==> config.mk <==
export PLATFORM = sky130hd
export DESIGN_NAME = command_sequencer
export DESIGN_NICKNAME = d
export VERILOG_FILES = /design/src/rtl/command_sequencer.sv
export SDC_FILE = /design/constraint.sdc
export NUM_CORES = 1
export LEC_CHECK = 0
export CAP_MARGIN = 5
export CORE_MARGIN = 5
export CORE_UTILIZATION = 43
export CTS_CLUSTER_DIAMETER = 120
export DETAILED_ROUTE_END_ITERATION = 12
export GPL_ROUTABILITY_DRIVEN = 0
export GPL_TIMING_DRIVEN = 0
export SLEW_MARGIN = 10
export SYNTH_ARGS = -nofsm -noshare
export SYNTH_HDL_FRONTEND = slang
export SYNTH_SLANG_ARGS = --single-unit
==> constraint.sdc <==
create_clock -name clk -period 4.39 [get_ports clk]
set_input_delay 1.0975 -clock clk [delete_from_list [all_inputs] [get_ports clk]]
set_output_delay 1.0975 -clock clk [all_outputs]
set_load 0.02 [all_outputs]
==> src/rtl/command_sequencer.sv <==
// command_sequencer: queues ALU commands and issues them to the controller with a fixed run spacing.
// Define CMD_SEQ_STATS_EN to add the issued_count statistics output.
module command_sequencer #(
   parameter int DEPTH     = 8,
   parameter int CMD_W     = 12,
   parameter int ISSUE_GAP = 4
) (
   input  logic                   clk,
   input  logic                   rst_n,
   input  logic [CMD_W-1:0]       in_cmd,
   input  logic                   in_valid,
   output logic                   in_ready,
   input  logic                   hold,
   input  logic                   flush,
   output logic [CMD_W-1:0]       command,
   output logic                   run,
   output logic [$clog2(DEPTH):0] count,
`ifdef CMD_SEQ_STATS_EN
   output logic [15:0]            issued_count,
`endif
   output logic                   busy
);
   localparam int PW = $clog2(DEPTH);
   localparam int CW = PW + 1;
   localparam int GW = $clog2(ISSUE_GAP);
   localparam logic [CW-1:0] FULL     = CW'(DEPTH);
   localparam logic [GW-1:0] GAP_LOAD = GW'(ISSUE_GAP - 2);

   typedef enum logic [1:0] {S_IDLE, S_ISSUE, S_WAIT} state_t;

   state_t           r_state, w_state_nxt;
   logic [GW-1:0]    r_gap, w_gap_nxt;
   logic [CMD_W-1:0] r_mem [DEPTH];
   logic [PW-1:0]    r_wr_ptr, r_rd_ptr;
   logic [CW-1:0]    r_count;
   logic [CMD_W-1:0] r_command;
   logic             r_run;
   logic             w_push, w_pop, w_can_issue;

   assign in_ready    = (r_count < FULL) & ~flush;
   assign w_push      = in_valid & in_ready;
   assign w_can_issue = (r_count != '0) & ~hold;

   always_comb begin
      w_state_nxt = r_state;
      w_gap_nxt   = r_gap;
      w_pop       = 1'b0;
      if (flush) begin
         w_state_nxt = S_IDLE;
         w_gap_nxt   = '0;
      end else begin
         case (r_state)
            S_IDLE: begin
               w_state_nxt = w_can_issue ? S_ISSUE : S_IDLE;
               w_pop       = w_can_issue;
            end
            S_ISSUE: begin
               w_state_nxt = S_WAIT;
               w_gap_nxt   = GAP_LOAD;
            end
            S_WAIT: begin
               w_gap_nxt   = (r_gap != '0) ? r_gap - 1'b1 : r_gap;
               w_state_nxt = (r_gap != '0) ? S_WAIT : (w_can_issue ? S_ISSUE : S_IDLE);
               w_pop       = (r_gap == '0) & w_can_issue;
            end
            default: w_state_nxt = S_IDLE;
         endcase
      end
   end

   always_ff @(posedge clk or negedge rst_n) begin
      if (!rst_n) begin
         r_state <= S_IDLE;
         r_gap   <= '0;
      end else begin
         r_state <= w_state_nxt;
         r_gap   <= w_gap_nxt;
      end
   end

   // Storage carries no reset; occupancy alone decides which slots are live.
   always_ff @(posedge clk) begin
      if (w_push) r_mem[r_wr_ptr] <= in_cmd;
   end

   always_ff @(posedge clk or negedge rst_n) begin
      if (!rst_n) begin
         r_wr_ptr  <= '0;
         r_rd_ptr  <= '0;
         r_count   <= '0;
         r_command <= '0;
         r_run     <= 1'b0;
      end else begin
         r_run <= (w_state_nxt == S_ISSUE);
         if (w_pop) r_command <= r_mem[r_rd_ptr];
         if (flush) begin
            r_wr_ptr <= '0;
            r_rd_ptr <= '0;
            r_count  <= '0;
         end else begin
            if (w_push) r_wr_ptr <= r_wr_ptr + 1'b1;
            if (w_pop) r_rd_ptr <= r_rd_ptr + 1'b1;
            if (w_push & ~w_pop) r_count <= r_count + 1'b1;
            else if (w_pop & ~w_push) r_count <= r_count - 1'b1;
         end
      end
   end

`ifdef CMD_SEQ_STATS_EN
   logic [15:0] r_issued;

   always_ff @(posedge clk or negedge rst_n) begin
      if (!rst_n) r_issued <= '0;
      else if (flush) r_issued <= '0;
      else if (r_run) r_issued <= r_issued + 16'd1;
   end

   assign issued_count = r_issued;
`endif

   assign command = r_command;
   assign run     = r_run;
   assign count   = r_count;
   assign busy    = (r_state != S_IDLE) | (r_count != '0);
endmodule

# Word level (Yosys, flattened, before mapping)
# Memories as Yosys holds them, arrays and structs flattened. A register that Yosys moved wholly into a read port is not among the register bits.
# Index checks and enable logic that the tools add are counted.
# word_totals
mem_count,1
ff_bits,15
ramBits,96
output_inout_bits,19
wordCells,57
input_bits,17
# op_classes
n_lt_le_gt_ge,1
add_sub_neg,5
reduce_logical,11
n_mux,18
bitwise,11
n_eq_ne,4
# memory_table
memory,depth,word_bits,read_ports,rd_ports_with_merged_regs,wr,line,source
r_mem,8,12,1,1,1,33,logic [CMD_W-1:0] r_mem [DEPTH];
# ops
op,count
$mux 3,4
$mux 4,3
$mux 2,4
$reduce_bool 2->1,4
$add 3x1->3 const B,2
$and 1x1->1,6
$pmux 2 s3,1
$reduce_bool 3->1,2
$add 4x1->4 const B,1
$eq 2x1->1 const B,2
$logic_not 2->1,2
$lt 4x4->1 const B,1
$mux 1,4
$not 1->1,4
$pmux 2 s2,1
$reduce_bool 4->1,1
$sub 4x1->4 const B,1
$ne 3x3->1 const B,1
$eq 2x2->1 const B,1
$pmux 1 s2,1
$reduce_and 2->1,1
$sub 2x1->2 const B,1
$logic_not 1->1,1
$or 1x1->1,1

# Depth between registers and ports, before layout
# Gate-level depths: netlist (run 1).
# depth
depth_word,9
mapped_depth,11
depth_no_buf,11

# Worst setup path after synthesis (run 1)
# No wires, ideal clock.
# synth_timing
kind,input to register
start,in flush
end,"mem r_mem[1][0], enable pin"
setup_time_ns,0.396
path_buffers,1
setup_slack_ns,1.187
arrival_ns,2.806
stages,4
t_required_ns,3.994
path_cell_list,buf_2 nor3b_1 nand2_1 nor3_1
# synth_between
elab_chain_len,5
# synth_lines
item,line,source
"start, declared",14,"input logic flush,"
$not 1->1,40,assign in_ready = (r_count < FULL) & ~flush;
$and 1x1->1,40,
$and 1x1->1,41,assign w_push = in_valid & in_ready;
$mux 1,83,if (w_push) r_mem[r_wr_ptr] <= in_cmd;
$mux 1 (not written as such),83,
"end, declared",33,
# Every way passes these cells.

# Worst setup path in the final report (run 1)
# layout_timing
start,in flush
end,out in_ready
# layout_between
elab_chain_len,2
# layout_lines
item,line,source
$not 1->1,40,
$and 1x1->1,40,
"end, declared",12,"output logic in_ready,"
# Every way passes these cells.

==> results of run 1 <==
[cell usage after synthesis, types with 2 or more instances]
master / instances
clkbuf_1: 2
mux4_1: 20
nor4_1: 2
buf_6: 3
nor2_1: 19
mux2i_1: 2
mux2_4: 9
inv_1: 5
dfrtp_1: 27
nor2b_1: 2
nand2b_1: 5
nand2_1: 7
mux4_2: 4
o21ai_0: 5
buf_1: 2
nor3_1: 4
edfxtp_1: 96
mux2_2: 16
ha_1: 5
xor2_1: 4
nor3b_1: 3
[worst reg2reg max path: stages, from the launching register on]
cell	delay, ns
dfrtp_1	0.45
or4_4	0.59
nand3_2	0.19
nand2_1	0.14
ha_1	0.38
a21oi_1	0.18
nand2_1	0.08
or4_1	0.39
a31oi_1	0.17
[routing by layer]
metal | share of wire | wire [microns] | up-vias | track usage
met5 | 0 | 0 | - | 0
met4 | 0.017 | 160 | 0 | 0.06662
met3 | 0.042 | 402 | 11 | 0.04394
met2 | 0.51 | 4951 | 54 | 0.2430
met1 | 0.43 | 4148 | 1278 | 0.1822
li1 | - | - | 1168 | -
[stage by stage]
stage               setup slack [ns]  power, uW    util
floorplan                      1.187       2091       -
global placement             -0.3962       2407  0.4869
detailed placement            0.6140       2432  0.4912
CTS                           0.9367       3823  0.5434
global route                  0.8515       3945  0.5434
finish                        0.9392       3778  0.5434
[power breakdown]
| group | switching [uW] | total [uW] | leakage (uW) | internal, uW |
|---|---|---|---|---|
| sequential | 87.6 | 1470 | 0.00121 | 1380 |
| combinational | 422 | 927 | 0.000692 | 505 |
| clock | 493 | 1380 | 0.000282 | 889 |
[path summary, 6_finish.rpt]
path	slack (ns)	endpoint	start
max	0.94	in_ready	flush
min	0.50	command[8]	command[8]
max reg2reg	1.74	count[3]	count[1]
min reg2reg	0.50	command[8]	command[8]
max in group asynchronous	3.20	r_rd_ptr[1]	rst_n
min in group asynchronous	0.73	command[7]	rst_n
[cells by family (layout without fill, tap and decap cells)]
family	after synthesis	count (layout)
adder cells (fa/ha/maj)	6	6
AND/OR/NAND/NOR	50	50
flip-flops	123	123
buffers and inverters	16	84
XOR/XNOR	5	5
AO/OA/AOI/OAI	12	12
multiplexers	51	51
[cells in the final DEF, fill, tap and decap left out, types with 7 or more instances in the layout]
| cell | instances |
|---|---|
| clkbuf_16 | 17 |
| clkdlybuf4s50_1 | 33 |
| dfrtp_1 | 27 |
| edfxtp_1 | 96 |
| mux2_2 | 16 |
| mux2_4 | 9 |
| mux4_1 | 20 |
| nand2_1 | 7 |
| nor2_1 | 13 |
| nor2_2 | 7 |
[state kept, by name, summed over array words and instances, names as in the netlist]
name and cells:
r_wr_ptr 3, r_mem 96, command 12, count 4
run 1, r_gap 2, r_state 2, r_rd_ptr 3
[final cells by class]
cell class / instances / area (sq um) / share of cell area
multi-input cells: 124 / 1436 / 0.2305
inverters: 6 / 22.52 / 0.003614
well taps: 143 / 178.9 / 0.02871
clock buffers: 17 / 425.4 / 0.06827
plain buffers: 10 / 71.32 / 0.01145
clock inverters: 15 / 172.7 / 0.02771
flip-flops and latches: 123 / 3558 / 0.5711
repair buffers: 36 / 365.4 / 0.05863
==> flow_summary.json, run 1 <==
{
  "synth-compound-area-share": 0.01557,
  "finClkSkew_ns": 0.01350,
  "holdPathStages": 1,
  "place_hpwl_mm": 5.922,
  "wl_per_cell_microns": 20.38,
  "viasPerCell": 5.297,
  "layout-drive-gt1-share": 0.2387,
  "slew_headroom": 0.4266,
  "slew_viol_final": 0,
  "first_pass_iters": 4,
  "layout.nets": 341,
  "antenna_found_initial": 0,
  "rows": 39,
  "grt_pass1_vias": 2721,
  "cts_hold_buf": 0,
  "port-buffer-count": 34,
  "synth_warnings": 0,
  "drt_iter0_drc": 164,
  "post-route-period-util": 0.7861,
  "critPathSlowestCell": "clkdlybuf4s50_1",
  "synth_area_leaders": "edfxtp_1 (57%), dfrtp_1 (13%), mux4_1 (10%)",
  "place_area_sq_um": 5633,
  "fill_cells": 889,
  "synthMuxAreaShare": 0.1878,
  "clk_pin_slew_ns": 0.05,
  "irDropWorstVdd_mv": 0.3678,
  "synth-seq-area-share": 0.7027,
  "reg2regPathDepth": 8,
  "cts_made_buffers": 17,
  "yosys.area.top_type": "edfxtp_1",
  "synth_enable_flop_cells": 96,
  "outcome": "completed",
  "criticalPathCategory": "primary input to primary output",
  "max_stage_delay_ns": 0.55,
  "cp_max_fo": 10,
  "min_path_type": "register to register",
  "fin_setup_tns_ns": 0,
  "path_depth": 4,
  "final_cells": 474,
  "synth_fa_ha_area_frac": 0.01631,
  "synthSimpleGateAreaFrac": 0.05041,
  "ys_ff_latch": 123,
  "synth_xor_xnor_area_share": 0.008648,
  "crit_path_start_kind": "primary input",
  "drc_errors": 0,
  "ctsResizeCount": 0,
  "numClockSinks": 123,
  "dpl.cell_count": 442,
  "setup_violations": 0,
  "htreeDepth": 4,
  "rsz0062_at_grt": "no",
  "crit_family": "buffers and inverters",
  "netlist_area_sq_um": 5064,
  "yosys.cell_types.count": 42,
  "crit_buf_inv": 3,
  "post_cts_buffers": 0,
  "cp.arrival_ns": 2.35,
  "track_usage": 0.1481,
  "core_sq_um": 11470,
  "whs_ns": 0.5016,
  "die_w_microns": 118.5,
  "fin_crit_ns": 3.451,
  "die-area_sq_um": 14050,
  "start_util": 0.4416,
  "worstSkewPairLatency_ns": 0.41,
  "power_density_nw_per_um2": 606.3,
  "finalHoldViolCount": 0,
  "synth_flop_cell": "edfxtp_1",
  "root_buffer": "clkbuf_16",
  "cts_buffer_depth": 2,
  "grt_max_degree": 28,
  "grt_pass1_wl_mm": 15.35,
  "grt_overflow": 0,
  "synth-async-reset-ratio": 0.2195,
  "cp_data_required_time_ns": 3.29,
  "n_antenna_cell": 0,
  "crit_path_end_kind": "primary output",
  "io_pins": 36,
  "area_delta_synth_final_pct": 23.05,
  "fin_area_sq_um": 6231,
  "num_vias": 2511,
  "path_cells": "buf_2 -> buf_1 -> nor2_1 -> clkdlybuf4s50_1",
  "yosys.area.top_type_share": 0.5693,
  "netlist_instances": 263,
  "cap_violations": 0,
  "die_y_microns": 118.5,
  "clock.fmax_mhz": 289.8,
  "syn_nets": 286,
  "tritoncts": "done",
  "cellLeakagePower_uw": 0.002186,
  "drt_wl_total_mm": 9.662,
  "syn_avg_cell_area_sq_um": 19.25,
  "final_antenna_net_count": 0,
  "worst_pin_slew_ns": 0.8592,
  "synth_top_family_by_area": "multiplexers"
}
Power figures use the tool's default switching activity.
==> run 2: changes to the inputs <==
==> constraint.sdc (replaced) <==
create_clock -name clk -period 3 [get_ports clk]
set_input_delay 0.75 -clock clk [delete_from_list [all_inputs] [get_ports clk]]
set_output_delay 0.75 -clock clk [all_outputs]
set_load 0.02 [all_outputs]
==> run 2 against run 1 <==
Routed wire length rose by 0.26%. Worst hold slack got worse by 0.11 ns. Count of clock-buffer cells in the layout did not move. Final area barely moved. Core utilization barely moved. Non-clock buffer count did not move. Largest cell class unchanged.
==> flow_summary.json, run 2 (synthesis gave the netlist of run 1 again) <==
{
  "tritoncts": "done",
  "first_pass_iters": 4,
  "regMostFlops": "r_mem",
  "die_y_microns": 118.5,
  "start_util": 0.4416,
  "core_sq_um": 11470,
  "outcome": "completed",
  "finish.utilization": 0.5437,
  "fin_setup_tns_ns": 0,
  "clk_pin_slew_ns": 0.05,
  "slew_viol_final": 0,
  "crit_path_end_kind": "primary output",
  "worst_pin_slew_ns": 0.8746,
  "grt_max_degree": 28,
  "finClkSkew_ns": 0.01567,
  "io_pins": 36,
  "die-area_sq_um": 14050,
  "track_usage": 0.1483,
  "dpl.cell_count": 442,
  "grt_pass1_vias": 2726,
  "cp_max_fo": 6,
  "numClockSinks": 123,
  "antenna_found_initial": 0,
  "final_cells": 474,
  "cts_made_buffers": 17,
  "die_w_microns": 118.5,
  "clock.fmax_mhz": 354.8,
  "crit_path_start_kind": "register",
  "slew_headroom": 0.4163,
  "drc_errors": 0,
  "cts_hold_buf": 0,
  "largest_register_ffs": 96,
  "fin_crit_ns": 2.819,
  "n_antenna_cell": 0,
  "layout-drive-gt1-share": 0.2417,
  "worstSkewPairLatency_ns": 0.41,
  "fill_cells": 890,
  "num_vias": 2519,
  "place_area_sq_um": 5633,
  "layout_commonest_cell": "edfxtp_1",
  "layout_common_cells": "edfxtp_1 (96), clkdlybuf4s50_1 (32), dfrtp_1 (27)",
  "port-buffer-count": 34,
  "ctsResizeCount": 2,
  "fin_area_sq_um": 6235,
  "power_density_nw_per_um2": 885.6,
  "cp.arrival_ns": 2.07,
  "setup_violations": 0,
  "cellLeakagePower_uw": 0.002189,
  "cts_buffer_depth": 2,
  "place_hpwl_mm": 5.922,
  "drt_iter0_drc": 186,
  "layout.nets": 341,
  "drt_wl_total_mm": 9.687,
  "wl_per_cell_microns": 20.44,
  "viasPerCell": 5.314,
  "rows": 39,
  "rsz0062_at_grt": "no",
  "final_antenna_net_count": 0,
  "grt_pass1_wl_mm": 15.37,
  "grt_overflow": 0,
  "irDropWorstVdd_mv": 0.4952,
  "cp_data_required_time_ns": 2.25,
  "criticalPathCategory": "register to primary output",
  "reg2regPathDepth": 8,
  "root_buffer": "clkbuf_16",
  "post_cts_buffers": 0,
  "htreeDepth": 4,
  "whs_ns": 0.3908,
  "finalHoldViolCount": 0,
  "cap_violations": 0,
  "min_path_type": "primary input to asynchronous set/reset pin",
  "post-route-period-util": 0.9395,
  "area_delta_synth_final_pct": 23.13
}
-- run 2: area by class of cell --
type	instances	area [sq um]	area share
sequential	123	3558	0.5707
multi-input combinational	124	1441	0.2312
clock buffer	17	425.4	0.06823
timing repair buffer	36	364.1	0.05840
tap	143	178.9	0.02870
clock inverter	15	172.7	0.02769
buffer	10	71.32	0.01144
inverter	6	22.52	0.003612
-- run 2: critical path: stages, from the launching register on --
cell and delay (ns):
dfrtp_1 0.44, or4_4 0.59, or3_1 0.31, dlygate4sd2_1 0.32
-- run 2: path summary, 6_finish.rpt --
kind	start	slack (ns)	to
setup / recovery	count[1]	0.18	busy
hold / removal	rst_n	0.39	command[7]
setup reg to reg	count[1]	0.37	count[3]
hold reg to reg	command[8]	0.50	command[8]
max in group asynchronous	rst_n	2.15	r_rd_ptr[1]
min in group clk	command[8]	0.50	command[8]
-- run 2: report_power, final --
group | internal (uW) | switching (uW) | total, uW
clock | 1300 | 721 | 2020
sequential | 2020 | 128 | 2150
combinational | 730 | 619 | 1350
-- run 2: stage by stage --
| step | worst slack [ns] | total power, uW |
|---|---|---|
| CTS | 0.1562 | 5586 |
| detailed placement | -0.4285 | 3559 |
| floorplan | 0.1449 | 3060 |
| finish | 0.1815 | 5522 |
| global route | 0.1097 | 5765 |
| global placement | -1.439 | 3522 |
-- run 2: metal layers --
metal / vias up / routed length, microns / track usage
li1: 1168 / - / -
met1: 1290 / 4250 / 0.1819
met2: 47 / 4948 / 0.2440
met3: 14 / 295 / 0.04394
met4: 0 / 192 / 0.06662
met5: - / 0 / 0
==> run 3: changes to the inputs <==
--- a/config.mk
+++ b/config.mk
@@ -12,7 +12,6 @@
 export DETAILED_ROUTE_END_ITERATION = 12
 export GPL_ROUTABILITY_DRIVEN = 0
 export GPL_TIMING_DRIVEN = 0
-export SLEW_MARGIN = 10
 export SYNTH_ARGS = -nofsm -noshare
 export SYNTH_HDL_FRONTEND = slang
 export SYNTH_SLANG_ARGS = --single-unit
==> run 3 against run 2 <==
Final area about the same. Die area unchanged. Setup slack got worse by 0.0024 ns. Count of clock-buffer cells in the layout up 5. Via count rose by 2.7%. Register-to-register slack worse by 0.02 ns.
==> flow_summary.json, run 3 (synthesis gave the netlist of run 1 again) <==
{
  "outcome": "completed",
  "numClockSinks": 123,
  "clk_pin_slew_ns": 0.05,
  "power_density_nw_per_um2": 868.5,
  "ctsResizeCount": 3,
  "routed.top_layer": "met4",
  "area_delta_synth_final_pct": 23.15,
  "cts_hold_buf": 0,
  "num_vias": 2587,
  "fin_crit_ns": 2.821,
  "cp_max_fo": 6,
  "rows": 39,
  "whs_ns": 0.3836,
  "cp.arrival_ns": 2.07,
  "grt_pass1_wl_mm": 15.44,
  "wl_per_cell_microns": 20.50,
  "setup_violations": 0,
  "finClkSkew_ns": 0.004954,
  "die_w_microns": 118.5,
  "grt_overflow": 0,
  "tritoncts": "done",
  "cts_buffer_depth": 2,
  "cap_violations": 0,
  "drt_wl_total_mm": 9.821,
  "m1WireLength_mm": 4.222,
  "cellLeakagePower_uw": 0.002205,
  "htreeDepth": 4,
  "wl_met3_microns": 372,
  "worstSkewPairLatency_ns": 0.41,
  "drc_errors": 0,
  "cp_data_required_time_ns": 2.25,
  "core_sq_um": 11470,
  "drt_iter0_drc": 210,
  "fin_area_sq_um": 6236,
  "slew_headroom": 0.4529,
  "fin_setup_tns_ns": 0,
  "slew_viol_final": 0,
  "clock.fmax_mhz": 354.5,
  "layout_commonest_cell": "edfxtp_1",
  "track_usage": 0.1507,
  "viasPerCell": 5.401,
  "first_pass_iters": 4,
  "final_antenna_net_count": 0,
  "io_pins": 36,
  "place_area_sq_um": 5663,
  "min_path_type": "primary input to asynchronous set/reset pin",
  "die_y_microns": 118.5,
  "post_cts_buffers": 0,
  "layout.nets": 346,
  "n_antenna_cell": 0,
  "layout-drive-gt1-share": 0.2381,
  "root_buffer": "clkbuf_16",
  "rsz0062_at_grt": "no",
  "antenna_found_initial": 0,
  "grt_pass1_vias": 2732,
  "criticalPathCategory": "register to primary output",
  "fill_cells": 885,
  "finalHoldViolCount": 0,
  "cts_made_buffers": 17,
  "place_hpwl_mm": 6.303,
  "start_util": 0.4416,
  "post-route-period-util": 0.9403,
  "grt_max_degree": 28,
  "port-buffer-count": 34,
  "die-area_sq_um": 14050,
  "routed-wl-met2_mm": 5.054,
  "crit_path_end_kind": "primary output",
  "irDropWorstVdd_mv": 0.5040,
  "worst_pin_slew_ns": 0.8198,
  "largest_register_ffs": 96,
  "crit_path_start_kind": "register",
  "reg2regPathDepth": 8,
  "layout_common_cells": "edfxtp_1 (96), clkdlybuf4s50_1 (32), dfrtp_1 (27)",
  "regMostFlops": "r_mem"
}
[run 3: per-layer routing]
metal / vias up / track usage
li1: 1179 / -
met1: 1325 / 0.1834
met2: 65 / 0.2500
met3: 18 / 0.04919
met4: 0 / 0.05953
met5: - / 0
[run 3: area by class of cell]
type	instances	area (sq um)	share of cell area
flip-flops and latches	123	3558	0.5706
well taps	143	178.9	0.02869
plain buffers	10	71.32	0.01144
multi-input cells	124	1429	0.2291
clock buffers	22	474.2	0.07604
inverters	6	22.52	0.003612
clock inverters	10	92.59	0.01485
repair buffers	41	409.1	0.06561
[run 3: where the power goes]
part | total [uW] | internal, uW | switching, uW
logic | 1350 | 731 | 619
registers | 2150 | 2020 | 131
clock network | 1910 | 1200 | 713
[run 3: final timing paths]
kind | from | endpoint | slack [ns]
worst min-delay path | rst_n | count[1] | 0.38
worst min register to register | command[8] | command[8] | 0.50
max in group asynchronous | rst_n | r_rd_ptr[2] | 2.17
min in group clk | command[8] | command[8] | 0.50
worst max register to register | count[1] | count[3] | 0.35
worst max-delay path | count[1] | busy | 0.18
[run 3: worst max-delay path, cell delays in order, from the launching register on]
cell	delay [ns]
dfrtp_1	0.44
or4_4	0.59
or3_1	0.31
dlygate4sd2_1	0.32
[run 3: stage by stage]
stage | total power (uW) | cells | util | worst slack [ns]
2_1_floorplan | 3060 | 263 | - | 0.1449
3_3_place_gp | 3522 | 440 | 0.4869 | -1.439
4_1_cts | 5471 | 479 | 0.5438 | 0.1633
3_5_place_dp | 3559 | 447 | 0.4938 | -0.7152
6_report | 5416 | 479 | 0.5438 | 0.1790
5_1_grt | 5662 | 479 | 0.5438 | 0.04073
==> RTL change 1 (config.mk and constraints of run 2) <==
The option `CMD_SEQ_STATS_EN` is turned on by a define.
--- a/src/rtl/command_sequencer.sv
+++ b/src/rtl/command_sequencer.sv
@@ -1,5 +1,7 @@
 // command_sequencer: queues ALU commands and issues them to the controller with a fixed run spacing.
 // Define CMD_SEQ_STATS_EN to add the issued_count statistics output.
+`define CMD_SEQ_STATS_EN
+
 module command_sequencer #(
    parameter int DEPTH     = 8,
    parameter int CMD_W     = 12,
Behaviour (old outputs only; new: issued_count): unchanged (Yosys induction, for registers that start in step).
==> RTL change 1 against run 2 <==
  * Wire length is 19% higher
  * Power is 6.4% higher
  * Area after synthesis is 16% higher
  * Count of clock-buffer cells in the layout is 6 higher
  * Worst setup slack worse by 0.041 ns
  * Clock skew is 0.011 ns lower
  * Register-to-register slack better by 0.06 ns
  * Design area is 16% higher
  * Sequential cell count is 16 higher
==> RTL change 1: results (changes against run 2) <==
* Multi-input gate share of total cell area at 25.0% (+1.9 points)
* Routed wirelength normalized by instance count at 19.0 µm (-7.1%)
* Buffer count excluding the clock tree in the final layout at 67 (+46%)
* Leakage power total at 2.59 nW (+19%)
* Estimated wirelength of the detail-placed design at 7300 µm (+23%)
* Fraction of final layout cells with drive strength greater than 1 at 18.3% (-5.8 points)
* Worst endpoint data arrival time at 2.11 ns (+0.04 ns)
* Share of flip-flops with an asynchronous set or reset after synthesis at 30.9% (+9.0 points)
* Via count of the first global-routing pass at 3330 (+22%)
* Count of input and output buffers at 50 (+47%)
* Pre-CTS setup slack at 0.0882 ns (+0.517 ns)
* Clock network area share at 7.90% (-1.7 points)
* Register share of the cell area at 54.7% (-2.4 points)
* Net switching power at 1.55 mW (+5.5%)
* Placed cell areas at 6670 µm² (+18%)
* Seq pwr at 2.36 mW (+9.8%)
* Top area cells in the synthesized netlist: sky130_fd_sc_hd__edfxtp_1 49%, sky130_fd_sc_hd__dfrtp_1 18%, sky130_fd_sc_hd__mux4_1 8.5%, sky130_fd_sc_hd__mux2_2 3.4%, sky130_fd_sc_hd__nor2_1 2.2%
* Largest voltage drop on the vdd net at 0.474 mV (-4.2%)
* Clk_skew at 0.00512 ns (-0.0105 ns)
* Register Area at 3960 µm² (+11%)
* Proportion of final cell area spent on non-clock buffers at 8.96% (+2.0 points)
* Commonest cells post-synth: 96 x sky130_fd_sc_hd__edfxtp_1, 43 x sky130_fd_sc_hd__dfrtp_1, 35 x sky130_fd_sc_hd__nor2_1, 19 x sky130_fd_sc_hd__mux4_1, 18 x sky130_fd_sc_hd__mux2_2
* Number of placed cells counting well taps at 575 (+30%)
* Total power consumption of the routed design at 5.87 mW (+6.4%)
* Final net count at 442 (+30%)
* Outcome: finished clean
* Mean post-synth cell area at 17.0 µm² (-12%)
-- RTL change 1: logic make-up (layout without fill, tap and decap cells) --
kind of cell             Yosys count  count (layout)  synth area share, %
AND/OR/NAND/NOR                   91              91                 7.81
AO/OA/AOI/OAI                     17              17                 2.02
buffers and inverters             22             107                 2.40
multiplexers                      53              53                 16.3
XOR/XNOR                          17              17                 2.53
flip-flops                       139             139                 67.3
adder cells (fa/ha/maj)            7               7                 1.62
-- RTL change 1: timing repair --
action	CTS	global route
gates resized for setup	1	0
setup buffers	0	0
endpoints found under the setup margin	1	0
endpoints found under the hold margin	0	0
-- RTL change 1: per-layer routing --
layer / track usage [%] / up-vias / routed length, µm
li1: - / 1497 / -
met3: 4.29 / 21 / 655
met4: 6.75 / 0 / 258
met2: 23.8 / 96 / 5470
met5: 0 / - / 0
met1: 19.7 / 1673 / 5140
-- RTL change 1: worst max-delay path, delay by kind of cell (launching register included) --
family        cells  cell delay [ns]
simple gates      2             0.91
buf+inv           1             0.33
flops             1             0.45
==> RTL change 2 (config.mk and constraints of run 2) <==
Without the edit above. Register the output `count` once more, without a reset; this adds one clock of latency there. The other outputs are not delayed to match.
--- a/src/rtl/command_sequencer.sv
+++ b/src/rtl/command_sequencer.sv
@@ -120,7 +120,9 @@
 
    assign command = r_command;
    assign run     = r_run;
-   assign count   = r_count;
+   always_ff @(posedge clk) begin
+      count <= r_count;
+   end
    assign busy    = (r_state != S_IDLE) | (r_count != '0);
 endmodule
 
Formal check against the unedited RTL: not equivalent (Yosys sat finds a counterexample within 4 cycles, from zero or initial values and one cycle with rst_n low).
==> RTL change 2 against run 2 <==
  * Register-to-register slack improved by 0.03 ns
  * Wire length decreased by 0.75%
  * Clock power decreased by 3%
  * Clock skew decreased by 0.010 ns
  * Design area increased by 0.92%
  * Utilization decreased by 1.3 points
  * Sequential cell count increased by 4
  * Power increased by 0.35%
  * Area after synthesis increased by 1.6%
  * Sequential share of layout area increased by 0.75 points
  * Worst setup slack got worse by 0.010 ns
  * Via count increased by 2.3%
  * Highest routed layer unchanged
==> RTL change 2: results (changes against run 2) <==
* 1st-iter DRT viols at 220 (+18%)
* Worst endpoint data arrival time at around 2.1 ns
* Setup bufs post-CTS at 0 (unchanged)
* First-pass GRT wire length at 15400 µm (about the same)
* CTS clock-pin slew for the worst setup and hold paths at 0.06 ns
* Worst-case headroom to the max-slew limit at 41.5% (-0.17 points)
* Count of input and output buffers at 34 (unchanged)
* Final net count at 347 (+1.8%)
* Hold Crit Class: input port to asynchronous set/reset pin
* Setup violators final at 0 (unchanged)
* Gr ovfl total at 0 (unchanged)
* Count of inserted antenna diode cells at 0 (unchanged)
* Routed wirelength normalized by instance count at 19.9 µm (-2.8%)
* Clock latency of the later-clocked register in the worst-skew pair at 0.41 ns (about the same)
* Minimum clock period at 2.83 ns (+0.0101 ns)
* Number of placed cells counting well taps at 452 (+2.3%)
* Outcome: finished clean
* Number of synthesized flops with an enable pin at 96 (unchanged)
* Leakage power total at 2.22 nW (+1.4%)
* Placed cell areas at 5720 µm² (+1.5%)
* Via count of the first global-routing pass at 2765 (+1.4%)
* Pre-antenna DRT Iters at 4 (unchanged)
* Post-synthesis net count at 290 (+1.4%)
* Estimated wirelength of the detail-placed design at 5890 µm (-0.59%)
* DR vias/cell at 5.32 (+0.19%)
* Reg2reg setup slack at 0.40 ns (+0.03 ns)
* Largest voltage drop on the vdd net at 0.484 mV (-2.2%)
* Top area cells in the synthesized netlist: sky130_fd_sc_hd__edfxtp_1 56%, sky130_fd_sc_hd__dfrtp_1 13%, sky130_fd_sc_hd__mux4_1 10%, sky130_fd_sc_hd__mux2_2 3.5%, sky130_fd_sc_hd__mux2_4 2.6%
* Layout Cells excl Fill at 484 (+2.1%)
* Initial antenna violation count at 0 (unchanged)
* Number of instances resized during post-cts repair at 2 (unchanged)
* Count of distinct cell types in the synthesized netlist at 43 (+2.4%)
* Count of mapped cells out of synthesis at 267 (+1.5%)
* Ys Warns at 0 (unchanged)
* Total global-route track usage at 14.8% (-0.074 points)
* Fraction of final layout cells with drive strength greater than 1 at 24.6% (+0.46 points)
* Share of flip-flops with an asynchronous set or reset after synthesis at 21.3% (-0.69 points)
* Nature of the critical path endpoint: output pin
* Number of buffers on the longest clock path at 2 (unchanged)
* Register with the most flip-flops: r_mem
* Pre-CTS setup slack at -0.407 ns (+0.0215 ns)
* TritonCTS Buffers at 17 (unchanged)
* Fraction of the yosys area taken by sequential cells at 70.7% (+0.46 points)
* Clk_skew at 0.00558 ns (-0.0101 ns)
-- RTL change 2: power by group --
| part | switching [mW] | internal [mW] | leakage (nW) | total, mW |
|---|---|---|---|---|
| clock | 0.744 | 1.21 | 0.274 | 1.96 |
| sequential | 0.132 | 2.10 | 1.24 | 2.23 |
| combinational | 0.628 | 0.728 | 0.702 | 1.36 |
| total | 1.50 | 4.04 | 2.22 | 5.54 |
-- RTL change 2: worst paths after layout --
kind | start | end | cells after the start
worst max-delay path | r_count[1] | busy | 3
worst min-delay path | rst_n | r_count[1] | 1
worst max register to register | r_count[1] | r_count[3] | 8
worst min register to register | r_count[2] | count[2] | 0
max in group asynchronous | rst_n | r_rd_ptr[2] | 1
min in group clk | r_count[2] | count[2] | 0
-- RTL change 2: area by class of cell --
type / instances / area (µm²)
plain buffers: 10 / 71.3
clock buffers: 17 / 425
clock inverters: 15 / 145
fillers: 936 / 5570
inverters: 6 / 22.5
multi-input cells: 124 / 1440
flip-flops and latches: 127 / 3640
well taps: 147 / 184
repair buffers: 38 / 364
-- RTL change 2: worst register-to-register path: cells and delay by family (launching register included) --
family	cells	cell delay, ns
DFF	1	0.44
adders and majority gates	1	0.36
AOI/OAI and AO/OA	2	0.33
and+or+nand+nor	5	1.40
-- RTL change 2: kinds of logic (layout without fill, tap and decap cells) --
family,Yosys count,count (layout),synth area share [%]
adder cells (fa/ha/maj),6,6,1.61
AO/OA/AOI/OAI,12,12,1.53
multiplexers,51,51,18.5
AND/OR/NAND/NOR,50,50,4.96
flip-flops,127,127,70.7
XOR/XNOR,5,5,0.851
buffers and inverters,16,86,1.82
-- RTL change 2: metal layers --
metal  global-route usage [%]  wire, µm
met1                     18.7      4260
met2                     23.6      4810
met3                     4.23       346
met4                     6.73       195
met5                        0         0
-- RTL change 2: stage by stage --
stage | power [mW] | hold slack (ns)
final | 5.54 | 0.377
after CTS | 5.59 | 0.408
after global placement | 3.60 | 0.436
after global routing | 5.79 | 0.431
after floorplan | 3.14 | 0.414
after detailed placement | 3.64 | 0.449
